`src/rtl/hbm_init_ctrl.sv`:
```
// -----------------------------------------------------------------------------
// hbm_init_ctrl
//
// Purpose:
//   HBM bring-up sequencer running in the 100 MHz HBM reference clock domain.
//   Waits for the HBM clock to lock and settle, holds the HBM APB/controller
//   reset, waits for every stack to report calibration complete (retrying on
//   timeout), then releases the user AXI-side reset and raises init_done.
//   Lock loss, a catastrophic-temperature trip and a software restart all
//   re-enter the sequence.
//
// Ports:
//   hbm_clk        in   100 MHz controller clock
//   hbm_rst        in   synchronous active-high reset
//   hbm_clk_locked in   asynchronous clock-lock indication
//   apb_complete   in   [NUM_STACKS] asynchronous per-stack calibration done
//   cattrip        in   [NUM_STACKS] asynchronous per-stack temperature trip
//   restart_req    in   single-cycle software re-initialisation request
//   hbm_apb_rst    out  active-high reset to the HBM IP APB/controller
//   hbm_axi_rst    out  active-high reset to user AXI logic
//   init_done      out  high while in READY
//   init_error     out  high while in ERROR
//   error_code     out  [2] 0 none, 1 calibration timeout, 2 cattrip
//   retry_cnt      out  [2] calibration retries used
//   state_o        out  [3] current state encoding
// -----------------------------------------------------------------------------
module hbm_init_ctrl #(
  parameter int NUM_STACKS         = 2,
  parameter int LOCK_SETTLE_CYCLES = 16,
  parameter int RST_HOLD_CYCLES    = 32,
  parameter int CAL_TIMEOUT_CYCLES = 1000,
  parameter int AXI_DELAY_CYCLES   = 8,
  parameter int MAX_RETRIES        = 2
) (
  input  logic                  hbm_clk,
  input  logic                  hbm_rst,
  input  logic                  hbm_clk_locked,
  input  logic [NUM_STACKS-1:0] apb_complete,
  input  logic [NUM_STACKS-1:0] cattrip,
  input  logic                  restart_req,
  output logic                  hbm_apb_rst,
  output logic                  hbm_axi_rst,
  output logic                  init_done,
  output logic                  init_error,
  output logic [1:0]            error_code,
  output logic [1:0]            retry_cnt,
  output logic [2:0]            state_o
);

  typedef enum logic [2:0] {
    WAIT_LOCK = 3'd0,
    SETTLE    = 3'd1,
    HOLD_RST  = 3'd2,
    WAIT_CAL  = 3'd3,
    AXI_REL   = 3'd4,
    READY     = 3'd5,
    ERROR     = 3'd6
  } state_t;

  localparam logic [31:0] SETTLE_LAST  = 32'(LOCK_SETTLE_CYCLES - 1);
  localparam logic [31:0] HOLD_LAST    = 32'(RST_HOLD_CYCLES - 1);
  localparam logic [31:0] CAL_LAST     = 32'(CAL_TIMEOUT_CYCLES - 1);
  localparam logic [31:0] AXI_LAST     = 32'(AXI_DELAY_CYCLES - 1);
  localparam logic [1:0]  RETRY_LIMIT  = 2'(MAX_RETRIES);

  localparam logic [1:0]  ERR_NONE     = 2'd0;
  localparam logic [1:0]  ERR_TIMEOUT  = 2'd1;
  localparam logic [1:0]  ERR_CATTRIP  = 2'd2;

  // ---------------------------------------------------------------------------
  // Input synchronisers (2 flops each). Every per-stack bit gets its own pair.
  // ---------------------------------------------------------------------------
  logic                  lock_meta_reg;
  logic                  lock_sync_reg;
  logic [NUM_STACKS-1:0] cal_meta_reg;
  logic [NUM_STACKS-1:0] cal_sync_reg;
  logic [NUM_STACKS-1:0] trip_meta_reg;
  logic [NUM_STACKS-1:0] trip_sync_reg;

  always_ff @(posedge hbm_clk) begin
    if (hbm_rst) begin
      lock_meta_reg <= 1'b0;
      lock_sync_reg <= 1'b0;
    end else begin
      lock_meta_reg <= hbm_clk_locked;
      lock_sync_reg <= lock_meta_reg;
    end
  end

  genvar gi;
  generate
    for (gi = 0; gi < NUM_STACKS; gi++) begin : g_stack_sync
      always_ff @(posedge hbm_clk) begin
        if (hbm_rst) begin
          cal_meta_reg[gi]  <= 1'b0;
          cal_sync_reg[gi]  <= 1'b0;
          trip_meta_reg[gi] <= 1'b0;
          trip_sync_reg[gi] <= 1'b0;
        end else begin
          cal_meta_reg[gi]  <= apb_complete[gi];
          cal_sync_reg[gi]  <= cal_meta_reg[gi];
          trip_meta_reg[gi] <= cattrip[gi];
          trip_sync_reg[gi] <= trip_meta_reg[gi];
        end
      end
    end
  endgenerate

  logic lock;
  logic cal_ok;
  logic trip;

  assign lock   = lock_sync_reg;
  assign cal_ok = &cal_sync_reg;   // every stack must be calibrated
  assign trip   = |trip_sync_reg;  // any stack over temperature is fatal

  // ---------------------------------------------------------------------------
  // State, cycle counter, retry and error registers
  // ---------------------------------------------------------------------------
  state_t      state_reg, state_next;
  logic [31:0] cnt_reg, cnt_next;
  logic [1:0]  retry_reg, retry_next;
  logic [1:0]  err_reg, err_next;

  always_ff @(posedge hbm_clk) begin
    if (hbm_rst) begin
      state_reg <= WAIT_LOCK;
      cnt_reg   <= 32'd0;
      retry_reg <= 2'd0;
      err_reg   <= ERR_NONE;
    end else begin
      state_reg <= state_next;
      cnt_reg   <= cnt_next;
      retry_reg <= retry_next;
      err_reg   <= err_next;
    end
  end

  always_comb begin
    state_next = state_reg;
    retry_next = retry_reg;
    err_next   = err_reg;

    if (trip && (state_reg != ERROR)) begin
      // Thermal trip beats everything, including a same-cycle cal_ok.
      state_next = ERROR;
      err_next   = ERR_CATTRIP;
    end else if (restart_req) begin
      state_next = WAIT_LOCK;
      retry_next = 2'd0;
      err_next   = ERR_NONE;
    end else if (!lock && (state_reg != WAIT_LOCK) && (state_reg != ERROR)) begin
      // Lock loss restarts the sequence but keeps the retry history.
      state_next = WAIT_LOCK;
    end else begin
      unique case (state_reg)
        WAIT_LOCK: begin
          if (lock) state_next = SETTLE;
        end
        SETTLE: begin
          if (cnt_reg == SETTLE_LAST) state_next = HOLD_RST;
        end
        HOLD_RST: begin
          if (cnt_reg == HOLD_LAST) state_next = WAIT_CAL;
        end
        WAIT_CAL: begin
          // Completion is checked first so a tie with the timeout succeeds.
          if (cal_ok) begin
            state_next = AXI_REL;
          end else if (cnt_reg == CAL_LAST) begin
            if (retry_reg < RETRY_LIMIT) begin
              retry_next = retry_reg + 2'd1;
              state_next = HOLD_RST;
            end else begin
              state_next = ERROR;
              err_next   = ERR_TIMEOUT;
            end
          end
        end
        AXI_REL: begin
          // A stack dropping calibration re-runs the reset pulse for free;
          // it takes precedence over releasing the AXI reset.
          if (!cal_ok) begin
            state_next = HOLD_RST;
          end else if (cnt_reg == AXI_LAST) begin
            state_next = READY;
          end
        end
        READY: begin
          state_next = READY;
        end
        ERROR: begin
          state_next = ERROR;
        end
        default: begin
          state_next = WAIT_LOCK;
        end
      endcase
    end

    // Counter restarts at every state change, so each state measures its own
    // dwell from zero.
    if (state_next != state_reg) begin
      cnt_next = 32'd0;
    end else begin
      cnt_next = cnt_reg + 32'd1;
    end
  end

  // ---------------------------------------------------------------------------
  // Moore output decode
  // ---------------------------------------------------------------------------
  assign hbm_apb_rst = (state_reg == WAIT_LOCK) || (state_reg == SETTLE) ||
                       (state_reg == HOLD_RST)  || (state_reg == ERROR);
  assign hbm_axi_rst = (state_reg != READY);
  assign init_done   = (state_reg == READY);
  assign init_error  = (state_reg == ERROR);
  assign error_code  = err_reg;
  assign retry_cnt   = retry_reg;
  assign state_o     = state_reg;

endmodule

```
`config.mk`:
```
export PLATFORM = sky130hd
export DESIGN_NAME = hbm_init_ctrl
export DESIGN_NICKNAME = d
export VERILOG_FILES = /design/src/rtl/hbm_init_ctrl.sv
export SDC_FILE = /design/constraint.sdc
export NUM_CORES = 1
export LEC_CHECK = 0
export CELL_PAD_IN_SITES_DETAIL_PLACEMENT = 1
export CELL_PAD_IN_SITES_GLOBAL_PLACEMENT = 2
export CORE_ASPECT_RATIO = 0.6
export CORE_MARGIN = 3
export CORE_UTILIZATION = 30
export CTS_CLUSTER_DIAMETER = 200
export CTS_CLUSTER_SIZE = 25
export DETAILED_ROUTE_END_ITERATION = 16
export HOLD_SLACK_MARGIN = 0.03
export PLACE_DENSITY_LB_ADDON = 0.1
export SLEW_MARGIN = 20
export SYNTH_ARGS = -nofsm -noshare
export SYNTH_HDL_FRONTEND = slang
export SYNTH_SLANG_ARGS = --single-unit
```
`constraint.sdc`:
```
create_clock -name hbm_clk -period 2.8 [get_ports hbm_clk]
set_input_delay 0.56 -clock hbm_clk [delete_from_list [all_inputs] [get_ports hbm_clk]]
set_output_delay 0.56 -clock hbm_clk [all_outputs]
set_load 0.01 [all_outputs]
```
==> results of run 1 <==
## per-stage QoR
step	std cells	cell area, µm²
after detailed placement	428	3055
after floorplan	301	2706
final	436	3209
after CTS	436	3209
after global routing	436	3209
after global placement	428	3055
## synthesized netlist by cell type, drive strengths merged
master,instances,area share
a211oi,2,0.0055
a21bo,1,0.0037
a21boi,1,0.0069
a21oi,8,0.015
a31oi,2,0.0046
a32oi,1,0.0032
and2b,1,0.0028
and3,1,0.0023
and4,3,0.0097
and4bb,1,0.0046
buf,10,0.025
clkbuf,5,0.0074
dfxtp,49,0.36
ha,1,0.0046
inv,14,0.019
mux2i,1,0.0037
nand2,21,0.029
nand3,20,0.037
nand3b,3,0.0083
nand4,10,0.029
nand4b,1,0.0032
nor2,20,0.028
nor2b,11,0.025
nor3,40,0.13
nor3b,1,0.0028
nor4,17,0.047
nor4b,1,0.0032
o211a,2,0.0074
o211ai,4,0.011
o21a,1,0.0028
o21ai,5,0.011
o22ai,1,0.0023
o311a,1,0.0079
o41ai,1,0.0032
or2,1,0.0023
or3,4,0.0097
or4,2,0.0069
or4b,1,0.0037
xnor2,26,0.084
xor2,6,0.019
## area by class of cell
cell class / instances / area, µm² / share of cell area
Clock buffer: 5 / 125.1 / 0.03899
Clock inverter: 3 / 28.78 / 0.008967
Inverter: 14 / 52.55 / 0.01637
Multi-Input combinational cell: 223 / 1587 / 0.4943
Sequential cell: 49 / 980.9 / 0.3057
Tap cell: 112 / 140.1 / 0.04366
Timing Repair Buffer: 30 / 295.3 / 0.09201
## where the power goes
part           leakage [nW]  internal [mW]  switching, mW
registers             0.398          0.709         0.0166
clock network        0.0763          0.343          0.291
logic                 0.503         0.0608         0.0863
## kinds of logic (layout without fill, tap and decap cells)
group | Yosys count | count (layout) | share of synthesized area
adder cells (fa/ha/maj) | 1 | 1 | 0.004622
multiplexers | 1 | 1 | 0.003699
buffers and inverters | 29 | 52 | 0.05224
flip-flops | 49 | 49 | 0.3625
AND/OR/NAND/NOR | 159 | 159 | 0.3893
XOR/XNOR | 32 | 32 | 0.1036
AO/OA/AOI/OAI | 30 | 30 | 0.08415
## how the worst max path moves through the flow
stage          slack [ps]  cells after the start             startpoint                         to
2_1_floorplan         780                      7  cnt_reg[0]$_SDFF_PP0_  retry_cnt[0]$_SDFFE_PP0P_
3_3_place_gp          280                      7            restart_req      cnt_reg[4]$_SDFF_PP0_
3_5_place_dp          220                      7            restart_req      cnt_reg[4]$_SDFF_PP0_
4_1_cts               280                      3  state_o[1]$_SDFF_PP0_                hbm_axi_rst
5_1_grt               100                      7  state_o[1]$_SDFF_PP0_      cnt_reg[7]$_SDFF_PP0_
6_report              300                      3  state_o[1]$_SDFF_PP0_                hbm_axi_rst
## layer usage
metal | up-vias | routed length (µm) | share of wire
met2 | 25 | 2462 | 0.35
met4 | 0 | 29 | 0.0041
met1 | 1059 | 4417 | 0.62
met3 | 4 | 210 | 0.029
met5 | - | 0 | 0
li1 | 1121 | - | -
## worst max-delay path, stage by stage (launching register included)
cell and delay (ps):
dfxtp_1 730, inv_1 230, nand3_1 150, clkdlybuf4s50_1 540
==> reports/qor.txt, run 1 <==
status: completed
core area: 8653 µm²
Final TNS setup: 0 ps
Residual DRC: 0
Hold Crit Depth: 1
Final Slew Violations: 0
worst endpoint required time: 2240 ps
Clock Sinks: 49
CTS tree: done
number of synthesized register bits: 49
TritonCTS buffer count: 5
initial detailed-routing violation count: 154
period utilization: 0.8932
DIE AREA: 10230 µm²
worst slew pin tran: 636.0 ps
I/O pin cnt: 19
vias: 2209
Post-CTS Setup Repair Bufs: 0
slew margin rel.: 0.5754
GR Util met1: 0.2626
commonest non-fill, non-tap cell in the layout: dfxtp_1
drt total wl: 7120 µm
post-cts repair resize count: 0
max FFs per register: 32
DRT antenna net count: 0
num rows: 26
leakage: 0.9771 nW
Final min period: 2501 ps
area grow syn2layout: 18.59%
final setup violation count: 0
Mapped Area: 2706 µm²
Starting Density: 0.3128
GR Util met2: 0.1776
Power, Total: 1.507 mW
Root Driver: clkbuf_16
Synth Area per Inst: 8.991 µm²
first-pass GRT wire length: 12220 µm
initial antenna violation count: 0
Syn. warnings: 0
register area share after synthesis: 0.3625
CTS Hold Bufs: 0
Die X: 128.6 µm
Antenna diodes: 0
Worst Skew: 7.452 ps
met3 Resource Use GR: 0.03209
Clock Path Buffers: 2
Final Core Density: 0.3709
critical path class: register to primary output
grt total ovfl: 0
RSZ-0062 raised after global routing: no
Hold Path Class: register to register
Critical Path AT: 1940 ps
GR Util All Layers: 0.1520
final hold slack: 443.2 ps
H-tree depth: 2
commonest non-fill, non-tap cells in the layout: dfxtp_1 (49), xnor2_1 (26), nor3_2 (26)
number of global-route vias before repair: 2169
worst hold start: trip_meta_reg[1]$_SDFF_PP0_
final hold vios: 0
WHS Endpoint: trip_sync_reg[1]$_SDFF_PP0_
number of buffers added on ports: 18
Setup crit end kind: primary output
Final nets: 332
Crit Path Max Fanout: 15
max-cap viol count: 0
Distinct cells, synth: 50
PD cells: 469.4 nW/µm²
peak supply drop: 0.0002114 V
DP HPWL: 5329 µm
height of the die: 79.57 µm
clk_lat worst skew: 290 ps
dpl ws: 221.8 ps
Worst-path clk slew: 70 ps
R2R setup slack: 310 ps
First-pass DRT Iterations: 4
CP startpoint kind: register
pin count of the biggest net entering global routing: 33
layout cell share with drive strength beyond 1: 0.1852
Final WS setup: 299.0 ps
DR vias/cell: 5.067
Gate Count Post-Synth: 301
routed len/inst: 16.33 µm
Filler cells: 1013
Final GP Congestion: 0.8435
R2R depth: 7
Critical R2R Launch: state_o[1]$_SDFF_PP0_
Synth Net Count: 310
worst reg2reg endpoint: cnt_reg[7]$_SDFF_PP0_
Most Crowded Layer GR: met1
FMAX: 399.8 MHz
Note: power is estimated with default switching activity, not from simulation.
==> run 2: changes to the inputs <==
--- a/config.mk
+++ b/config.mk
@@ -5,6 +5,7 @@
 export SDC_FILE = /design/constraint.sdc
 export NUM_CORES = 1
 export LEC_CHECK = 0
+export CAP_MARGIN = 20
 export CELL_PAD_IN_SITES_DETAIL_PLACEMENT = 1
 export CELL_PAD_IN_SITES_GLOBAL_PLACEMENT = 2
 export CORE_ASPECT_RATIO = 0.6
==> constraint.sdc (replaced) <==
create_clock -name hbm_clk -period 2.1 [get_ports hbm_clk]
set_input_delay 0.42 -clock hbm_clk [delete_from_list [all_inputs] [get_ports hbm_clk]]
set_output_delay 0.42 -clock hbm_clk [all_outputs]
set_load 0.01 [all_outputs]
==> run 2 against run 1 <==
Against the previous run:
- the flow now finishes with violations (negative setup slack)
- clock power increased by 36%
- critical path depth rose by 5
- global-route usage rose by 2.5 points
- total power up 44%
- largest cell class unchanged
==> reports/qor.txt, run 2 (synthesized netlist as in run 1, its figures left out) <==
peak supply drop: 0.0003046 V (+44%)
GR Util All Layers: 0.1773 (+0.02525)
FMAX: 459.5 MHz
vias: 2579 (+17%)
Critical R2R Launch: cnt_reg[12]$_SDFF_PP0_
Final GP Congestion: 0.8070 (-4.3%)
Starting Density: 0.3128 (unchanged)
height of the die: 79.57 µm (unchanged)
Worst path slowest cell: or3_1
H-tree depth: 2 (unchanged)
worst endpoint required time: 2330 ps (+90 ps)
period utilization: 1.036
grt total ovfl: 0 (unchanged)
Final WS setup: -76.31 ps (-375.3 ps)
Final TNS setup: -899.3 ps (-899.3 ps)
First-pass DRT Iterations: 4 (unchanged)
Worst Skew: 4.861 ps (-2.591 ps)
I/O pin cnt: 19 (unchanged)
cell count after placement: 498 (+16%)
first-pass GRT wire length: 14090 µm (+15%)
area grow syn2layout: 50.95%
crit-path leading delay family: simple AND/OR/NAND/NOR gates
final setup violation count: 33 (+33)
DR vias/cell: 5.018 (-0.97%)
commonest non-fill, non-tap cells in the layout: buf_4 (75), dfxtp_1 (40), xnor2_1 (25), nor3_2 (24), nand2_1 (20)
Root Driver: clkbuf_16
Die X: 128.6 µm (unchanged)
leakage: 1.436 nW (+47%)
Filler cells: 1000 (-1.3%)
num rows: 26 (unchanged)
R2R depth: 8 (+1)
WP buf/inv: 2 (unchanged)
Final min period: 2176 ps
initial antenna violation count: 0 (unchanged)
critical path class: register to register
layout cell share with drive strength beyond 1: 0.4055 (+0.2203)
DRT antenna net count: 0 (unchanged)
failing checks: negative setup slack
worst slew pin tran: 472.4 ps (-163.6 ps)
R2R setup slack: -80 ps (-390 ps)
number of buffers added on ports: 18 (unchanged)
TritonCTS buffer count: 5 (unchanged)
Residual DRC: 0 (unchanged)
number of global-route vias before repair: 2571 (+19%)
CP startpoint kind: register
max FFs per register: 32 (unchanged)
Worst setup startpoint: cnt_reg[12]$_SDFF_PP0_
DIE AREA: 10230 µm² (unchanged)
Critical Path AT: 2400 ps (+460 ps)
Hold Path Class: register to register
crit path capture: cnt_reg[0]$_SDFF_PP0_
CTS Hold Bufs: 0 (unchanged)
final hold vios: 0 (unchanged)
Final nets: 410 (+23%)
Antenna diodes: 0 (unchanged)
crit path cell chain: nor4_2, buf_4, nand4_1, or3_1, nand3b_1, nand4_4, clkbuf_16, nor3_2
Clock Path Buffers: 2 (unchanged)
Crit Path Max Fanout: 7 (-8)
status: complete, but fails checks
fin cells: 514 (+18%)
Slowest Stage Delay on Critical Path: 450 ps (-280 ps)
Clock Sinks: 49 (unchanged)
initial detailed-routing violation count: 108 (-30%)
clk_lat worst skew: 290 ps (about the same)
pin count of the biggest net entering global routing: 19 (-42%)
commonest non-fill, non-tap cell in the layout: buf_4
Final Core Density: 0.4721 (+0.1012)
Setup crit end kind: register
routed len/inst: 17.63 µm (+7.9%)
Worst-path clk slew: 70 ps (about the same)
worst reg2reg endpoint: cnt_reg[0]$_SDFF_PP0_
max-cap viol count: 0 (unchanged)
drt total wl: 9060 µm (+27%)
final hold slack: 440.8 ps (-2.424 ps)
PD cells: 530.4 nW/µm² (+13%)
DP HPWL: 6384 µm (+20%)
RSZ-0062 raised after global routing: yes
core area: 8653 µm² (unchanged)
Crit path depth: 8 (+5)
CTS tree: done
Final Slew Violations: 0 (unchanged)
slew margin rel.: 0.6822 (+0.1068)
==> run 2: cell count changes in the layout (fill, tap and decap cells not counted), moves of 3 or more <==
cell	previous run	this run
buf_4	10	75
dfxtp_1	49	40
dfxtp_2	0	7
buf_6	0	6
nor4_1	15	10
clkbuf_16	5	9
nor3_4	3	7
clkdlybuf4s50_1	18	15
nor4_2	1	4
==> run 2: worst min path at each step <==
stage / from / to / slack [ps] / cells past startpoint
3_3_place_gp: lock_meta_reg$_SDFF_PP0_ / lock$_SDFF_PP0_ / 420 / 1
5_1_grt: lock_meta_reg$_SDFF_PP0_ / lock$_SDFF_PP0_ / 460 / 1
3_5_place_dp: trip_meta_reg[1]$_SDFF_PP0_ / trip_sync_reg[1]$_SDFF_PP0_ / 430 / 1
4_1_cts: trip_meta_reg[1]$_SDFF_PP0_ / trip_sync_reg[1]$_SDFF_PP0_ / 450 / 1
6_report: lock_meta_reg$_SDFF_PP0_ / lock$_SDFF_PP0_ / 440 / 1
2_1_floorplan: cal_meta_reg[0]$_SDFF_PP0_ / cal_sync_reg[0]$_SDFF_PP0_ / 410 / 1
==> run 2: repair_timing <==
| action | CTS | global route |
|---|---|---|
| pin swaps | 40 | 6 |
| endpoints found under the setup margin | 37 | 36 |
| setup buffers | 5 | 1 |
| resized for setup | 30 | 22 |
| gates cloned | 1 | 4 |
==> run 2: worst reg2reg max path, delay by kind of cell (launching register included) <==
kind,cells,cell delay [ps]
and+or+nand+nor,6,1390
buffers and inverters,2,400
DFF,1,330
==> run 2: power breakdown <==
part / total (mW) / switching (mW) / internal (mW)
Clock: 0.862 / 0.383 / 0.479
Combinational: 0.344 / 0.169 / 0.175
Sequential: 0.960 / 0.0149 / 0.945
==> run 2: final cells by class <==
| class | instances | area (µm²) | share of cell area |
|---|---|---|---|
| clock buffer | 6 | 138.9 | 0.03400 |
| clock inverter | 2 | 16.27 | 0.003982 |
| inverter | 14 | 56.30 | 0.01378 |
| multi-input combinational | 223 | 1727 | 0.4227 |
| sequential | 49 | 997.2 | 0.2441 |
| tap | 112 | 140.1 | 0.03430 |
| timing repair buffer | 108 | 1010 | 0.2472 |
==> run 2: through the flow <==
| stage | instance area (µm²) | setup slack, ps | power [mW] |
|---|---|---|---|
| global placement | 3593 | -191.7 | 1.251 |
| CTS | 3914 | -106.0 | 2.166 |
| detailed placement | 3593 | -226.9 | 1.254 |
| finish | 4085 | -76.31 | 2.167 |
| global route | 4085 | -197.0 | 2.265 |
| floorplan | 2706 | 75.49 | 1.115 |
==> run 2: routing by layer <==
layer  GRT usage  vias to the layer above  wire length (µm)
met5           0                        -                 0
met4     0.03145                        0                51
met3     0.03409                        6               319
met2      0.2399                       31              3522
met1      0.2849                     1268              5167
li1            -                     1274                 -
==> run 3: changes to the inputs <==
--- a/config.mk
+++ b/config.mk
@@ -5,6 +5,7 @@
 export SDC_FILE = /design/constraint.sdc
 export NUM_CORES = 1
 export LEC_CHECK = 0
+export ABC_CLOCK_PERIOD_IN_PS = 2100
 export CAP_MARGIN = 20
 export CELL_PAD_IN_SITES_DETAIL_PLACEMENT = 1
 export CELL_PAD_IN_SITES_GLOBAL_PLACEMENT = 2
==> results of run 3 <==
No change in the layout: final DEF, timing and power equal those of run 2.
